===== src/rtl/spi_byte_master.sv =====
// spi_byte_master: mode-0 SPI master moving one DATA_W-bit word per start, paced by a ce half-period tick.
module spi_byte_master #(
  parameter int DATA_W    = 8,
  parameter bit LSB_FIRST = 1'b0
) (
  input  logic              clk,
  input  logic              rst_n,
  input  logic              ce,
  input  logic              start,
  input  logic [DATA_W-1:0] tx_data,
  input  logic              miso,
  output logic              sclk,
  output logic              mosi,
  output logic              cs_n,
  output logic [DATA_W-1:0] rx_data,
  output logic              busy,
  output logic              done
);
  localparam int CW = $clog2(DATA_W);
  typedef enum logic [1:0] {IDLE, LEAD, XFER, TRAIL} state_t;
  state_t            state_q;
  logic [DATA_W-1:0] tx_q, rx_q, rx_data_q;
  logic [CW-1:0]     cnt_q;
  logic              sclk_q, mosi_q, cs_n_q, done_q;
  assign sclk    = sclk_q;
  assign mosi    = mosi_q;
  assign cs_n    = cs_n_q;
  assign rx_data = rx_data_q;
  assign done    = done_q;
  assign busy    = state_q != IDLE;
  always_ff @(posedge clk or negedge rst_n) begin
    if (!rst_n) begin
      state_q   <= IDLE;
      tx_q      <= '0;
      rx_q      <= '0;
      rx_data_q <= '0;
      cnt_q     <= '0;
      sclk_q    <= 1'b0;
      mosi_q    <= 1'b0;
      cs_n_q    <= 1'b1;
      done_q    <= 1'b0;
    end else begin
      done_q <= 1'b0;
      case (state_q)
        IDLE: if (start) begin
          tx_q    <= tx_data;
          rx_q    <= '0;
          cnt_q   <= '0;
          cs_n_q  <= 1'b0;
          mosi_q  <= LSB_FIRST ? tx_data[0] : tx_data[DATA_W-1];
          state_q <= LEAD;
        end
        LEAD: if (ce) state_q <= XFER;
        XFER: if (ce) begin
          if (!sclk_q) begin
            sclk_q <= 1'b1;
            rx_q   <= LSB_FIRST ? {miso, rx_q[DATA_W-1:1]} : {rx_q[DATA_W-2:0], miso};
          end else begin
            sclk_q <= 1'b0;
            if (cnt_q == CW'(DATA_W - 1)) begin
              state_q <= TRAIL;
            end else begin
              // mosi only moves on the falling edge, so the slave sees a stable bit while sclk is high
              cnt_q  <= cnt_q + CW'(1);
              tx_q   <= LSB_FIRST ? tx_q >> 1 : tx_q << 1;
              mosi_q <= LSB_FIRST ? tx_q[1] : tx_q[DATA_W-2];
            end
          end
        end
        TRAIL: if (ce) begin
          cs_n_q    <= 1'b1;
          rx_data_q <= rx_q;
          done_q    <= 1'b1;
          state_q   <= IDLE;
        end
        default: state_q <= IDLE;
      endcase
    end
  end
endmodule


===== config.mk =====
export PLATFORM = sky130hd
export DESIGN_NAME = spi_byte_master
export DESIGN_NICKNAME = d
export VERILOG_FILES = /design/src/rtl/spi_byte_master.sv
export SDC_FILE = /design/constraint.sdc
export NUM_CORES = 1
export LEC_CHECK = 0
export ABC_AREA = 0
export ABC_CLOCK_PERIOD_IN_PS = 1700
export BUFFER_PORTS_ARGS = -buffer_cell sky130_fd_sc_hd__buf_2
export CAP_MARGIN = 5
export CORE_MARGIN = 10
export CORE_UTILIZATION = 52
export CTS_BUF_LIST = sky130_fd_sc_hd__clkbuf_8
export DETAILED_ROUTE_END_ITERATION = 10
export PLACE_DENSITY_LB_ADDON = 0.05
export REMOVE_ABC_BUFFERS = 1
export SLEW_MARGIN = 20
export SYNTH_ARGS = -nofsm -noshare
export SYNTH_HDL_FRONTEND = slang
export SYNTH_SLANG_ARGS = --single-unit
export TNS_END_PERCENT = 100

===== constraint.sdc =====
create_clock -name clk -period 1.7 [get_ports clk]
set_input_delay 0.17 -clock clk [delete_from_list [all_inputs] [get_ports clk]]
set_output_delay 0.17 -clock clk [all_outputs]
set_load 0.01 [all_outputs]

==> flow_summary_export.csv <==
group,metric,value,unit
critical_path,slowest_delay,0.41,ns
synth,avgSynthCellArea,11.81,sq um
detailed_routing,routed-via-count,1170,
critical_path,crit_path_cell_trace,"inv_1, ha_2, buf_4, mux2i_2, o32ai_1, a21oi_1",
synth,ys_ff_latch,32,
global_route,grt_usage,12.47,%
floorplan,die-area,5555,sq um
synth,synth_seq_area_share,51.86,%
cells_and_area,antenna_cells,0,
timing,setup_viol,0,
floorplan,start_util,55.13,%
outcome,status,"complete, no violations",
synth,yosysUniqueCellTypes,31,
clock_tree,clockBufferDepth,2,
timing,fin_ws,0.06078,ns
floorplan,rows,19,
timing,maxSlewViolCount,0,
critical_path,cp-startpoint,"state_q[1]",
critical_path,r2r_slack,0.06,ns
placement,place_congestion,0.7944,
critical_path,critPathKind,"reg2reg",
power_and_ir_drop,p_int,2.025,mW
critical_path,crit_slowest_cell,"dfrtp_1",
clock_tree,root_buffer,"clkbuf_8",
critical_path,cp.arrival,1.84,ns
critical_path,timing.rr.start,"state_q[1]",
detailed_routing,ant_nets,0,
clock_tree,insertion_delay,0.28,ns
floorplan,die_height,74.54,um
synth,synth_area,1546,sq um
critical_path,worstSetupEndpoint,"tx_q[6]",
detailed_routing,totalWireLength,3.342,mm
detailed_routing,drtPass1Iterations,5,
floorplan,core,2805,sq um
power_and_ir_drop,p_clk_share,18.5,%
clock_tree,numCtsBuffers,5,
placement,port_buffers,25,
floorplan,pin_count,26,
synth,yosysWarningCount,0,
cells_and_area,drive_above_1_share,41.18,%
timing,fmax,610.0,MHz
critical_path,crit_fanout,5,
clock_tree,tritoncts,"yes",
clock_tree,htree_levels,2,
cells_and_area,mostFrequentLayoutCells,"dfrtp_1, buf_2, buf_4",
critical_path,required,1.91,ns
critical_path,reg2reg_to,"tx_q[6]",
detailed_routing,wl_per_cell,16.63,um
power_and_ir_drop,pwr-share-comb,46.0,%
power_and_ir_drop,switching_share,37.13,%
detailed_routing,drt-initial-drc-count,121,
detailed_routing,drc,0,
power_and_ir_drop,seqPwrFrac,35.5,%
global_route,grt_pass1_wl,5.416,mm
global_route,grt_pass1_vias,1200,
timing,worstMarginPinSlew,0.7193,ns
critical_path,start_kind,"register",
cells_and_area,area_growth,22.49,%
power_and_ir_drop,p_leak,0.9318,nW
power_and_ir_drop,ir_worst_vdd,1.018,mV
cells_and_area,nets,189,
timing,relSlewSlack,52.05,%
timing,fin_worst_skew,0.003752,ns
global_route,antenna_found_initial,0,
critical_path,r2r_cells,6,
power_and_ir_drop,power_density,1700,nW/um^2
detailed_routing,vias_per_cell,5.821,
floorplan,die-width,74.54,um
min_path,hp-class,"in2reg",
power_and_ir_drop,totalPowerFinal,3.221,mW
cells_and_area,mostFrequentLayoutCell,"dfrtp_1",
synth,syn_inst,131,
global_route,grt_max_degree,33,
timing,fin_crit_sh,96.42,%
timing,hold_viol_final,0,
power_and_ir_drop,p_sw,1.196,mW
placement,dpl_worst_slack,0.01063,ns
run,maxCapViolCount,0,
placement,hpwl,2.304,mm
global_route,overflow,0,
timing,period_needed,1.639,ns
critical_path,end_kind,"register",
clock_tree,clkTransAtPathRegs,0.07,ns
clock_tree,clkSinkCount,32,
==> routing by layer <==
layer / routed length, um / track usage (%) / vias up
met4: 57 / 4.832 / 0
met5: 0 / 0 / -
met1: 1503 / 15.43 / 562
met3: 226 / 4.521 / 6
met2: 1554 / 19.40 / 41
li1: - / - / 561
==> metrics by stage <==
step	cells	cell area, sq um	util (%)	hold slack, ns	TNS [ns]
2_1_floorplan	126	1519	-	-0.1256	-1.648
3_3_place_gp	188	1728	61.60	0.2487	0
3_5_place_dp	188	1728	61.60	0.2653	0
4_1_cts	197	1831	65.25	0.1094	0
5_1_grt	201	1894	67.53	0.1185	-0.03545
6_report	201	1894	67.53	0.1118	0
==> kinds of logic (layout without fill, tap and decap cells) <==
logic type | Yosys count | after routing | synth area share, %
AND/OR/NAND/NOR | 34 | 34 | 12.54
flip-flops | 32 | 32 | 51.86
adder cells (fa/ha/maj) | 7 | 7 | 5.663
AO/OA/AOI/OAI | 35 | 35 | 17.07
buffers and inverters | 11 | 49 | 3.236
multiplexers | 12 | 13 | 9.628
==> worst min-delay path by stage <==
stage,endpoint,slack (ns),cells after the start,start
floorplan,cnt_q[0],-0.13,0,rst_n
global placement,tx_q[3],0.25,1,rst_n
detailed placement,tx_q[3],0.27,1,rst_n
CTS,rx_q[0],0.11,2,miso
global route,rx_q[0],0.12,2,miso
finish,rx_q[0],0.11,2,miso
==> registers in the layout (all words and copies together) (netlist names) <==
register,flops
rx_data,8
cnt_q,3
sclk,1
done,1
state_q,2
rx_q,8
cs_n,1
tx_q,7
mosi,1
==> power by group through the flow <==
stage               combinational (mW)  sequential [mW]  clock (mW)
CTS                               1.33             1.14       0.614
detailed placement                1.33             1.15           0
global placement                  1.29             1.15           0
floorplan                        0.899             1.15           0
finish                            1.48             1.14       0.596
global route                      1.63             1.18       0.655
==> repair_timing <==
action | in CTS | in global routing
buffers inserted | 0 | 3
endpoints found under the setup margin | 0 | 12
gates resized for setup | 0 | 7
hold buffers | 1 | 0
endpoints found under the hold margin | 31 | 0
==> critical path: cells and delay by family (launching register included) <==
family                     cells  cell delay, ns
AOI/OAI and AO/OA              2            0.30
adders and majority gates      1            0.19
buffers and inverters          2            0.27
DFF                            1            0.41
muxes                          1            0.39
==> area by class of cell <==
class | count | area (sq um)
flip-flops and latches | 32 | 802.0
well taps | 31 | 38.79
repair buffers | 35 | 202.7
multi-input cells | 89 | 735.7
clock inverters | 2 | 10.01
fillers | 239 | 910.9
clock buffers | 6 | 82.58
inverters | 6 | 22.52
==> Yosys cell counts <==
master,number,area share (%)
a211oi_2,1,0.81
a21o_1,1,0.49
a21oi_1,7,2.3
a22o_1,8,4.5
a2bb2oi_1,3,1.7
and3b_1,1,0.57
buf_2,4,1.3
buf_4,1,0.49
dfrtp_1,31,50
dfstp_2,1,1.7
ha_1,7,5.7
inv_1,6,1.5
mux2_1,1,0.73
mux2_2,8,5.8
mux2_4,1,0.97
mux2i_1,1,0.65
mux2i_4,1,1.5
nand2_1,8,1.9
nand2b_1,2,0.81
nand3_1,7,2.3
nand3b_1,2,0.97
nand3b_2,1,0.73
nand4_1,2,0.81
nand4b_1,1,0.57
nor2_1,2,0.49
nor2_2,1,0.40
nor2b_2,1,0.57
o21ba_2,1,0.65
o22ai_1,8,3.2
o32ai_1,6,3.4
or2_2,6,2.4
(Power assumes the default switching activity.)
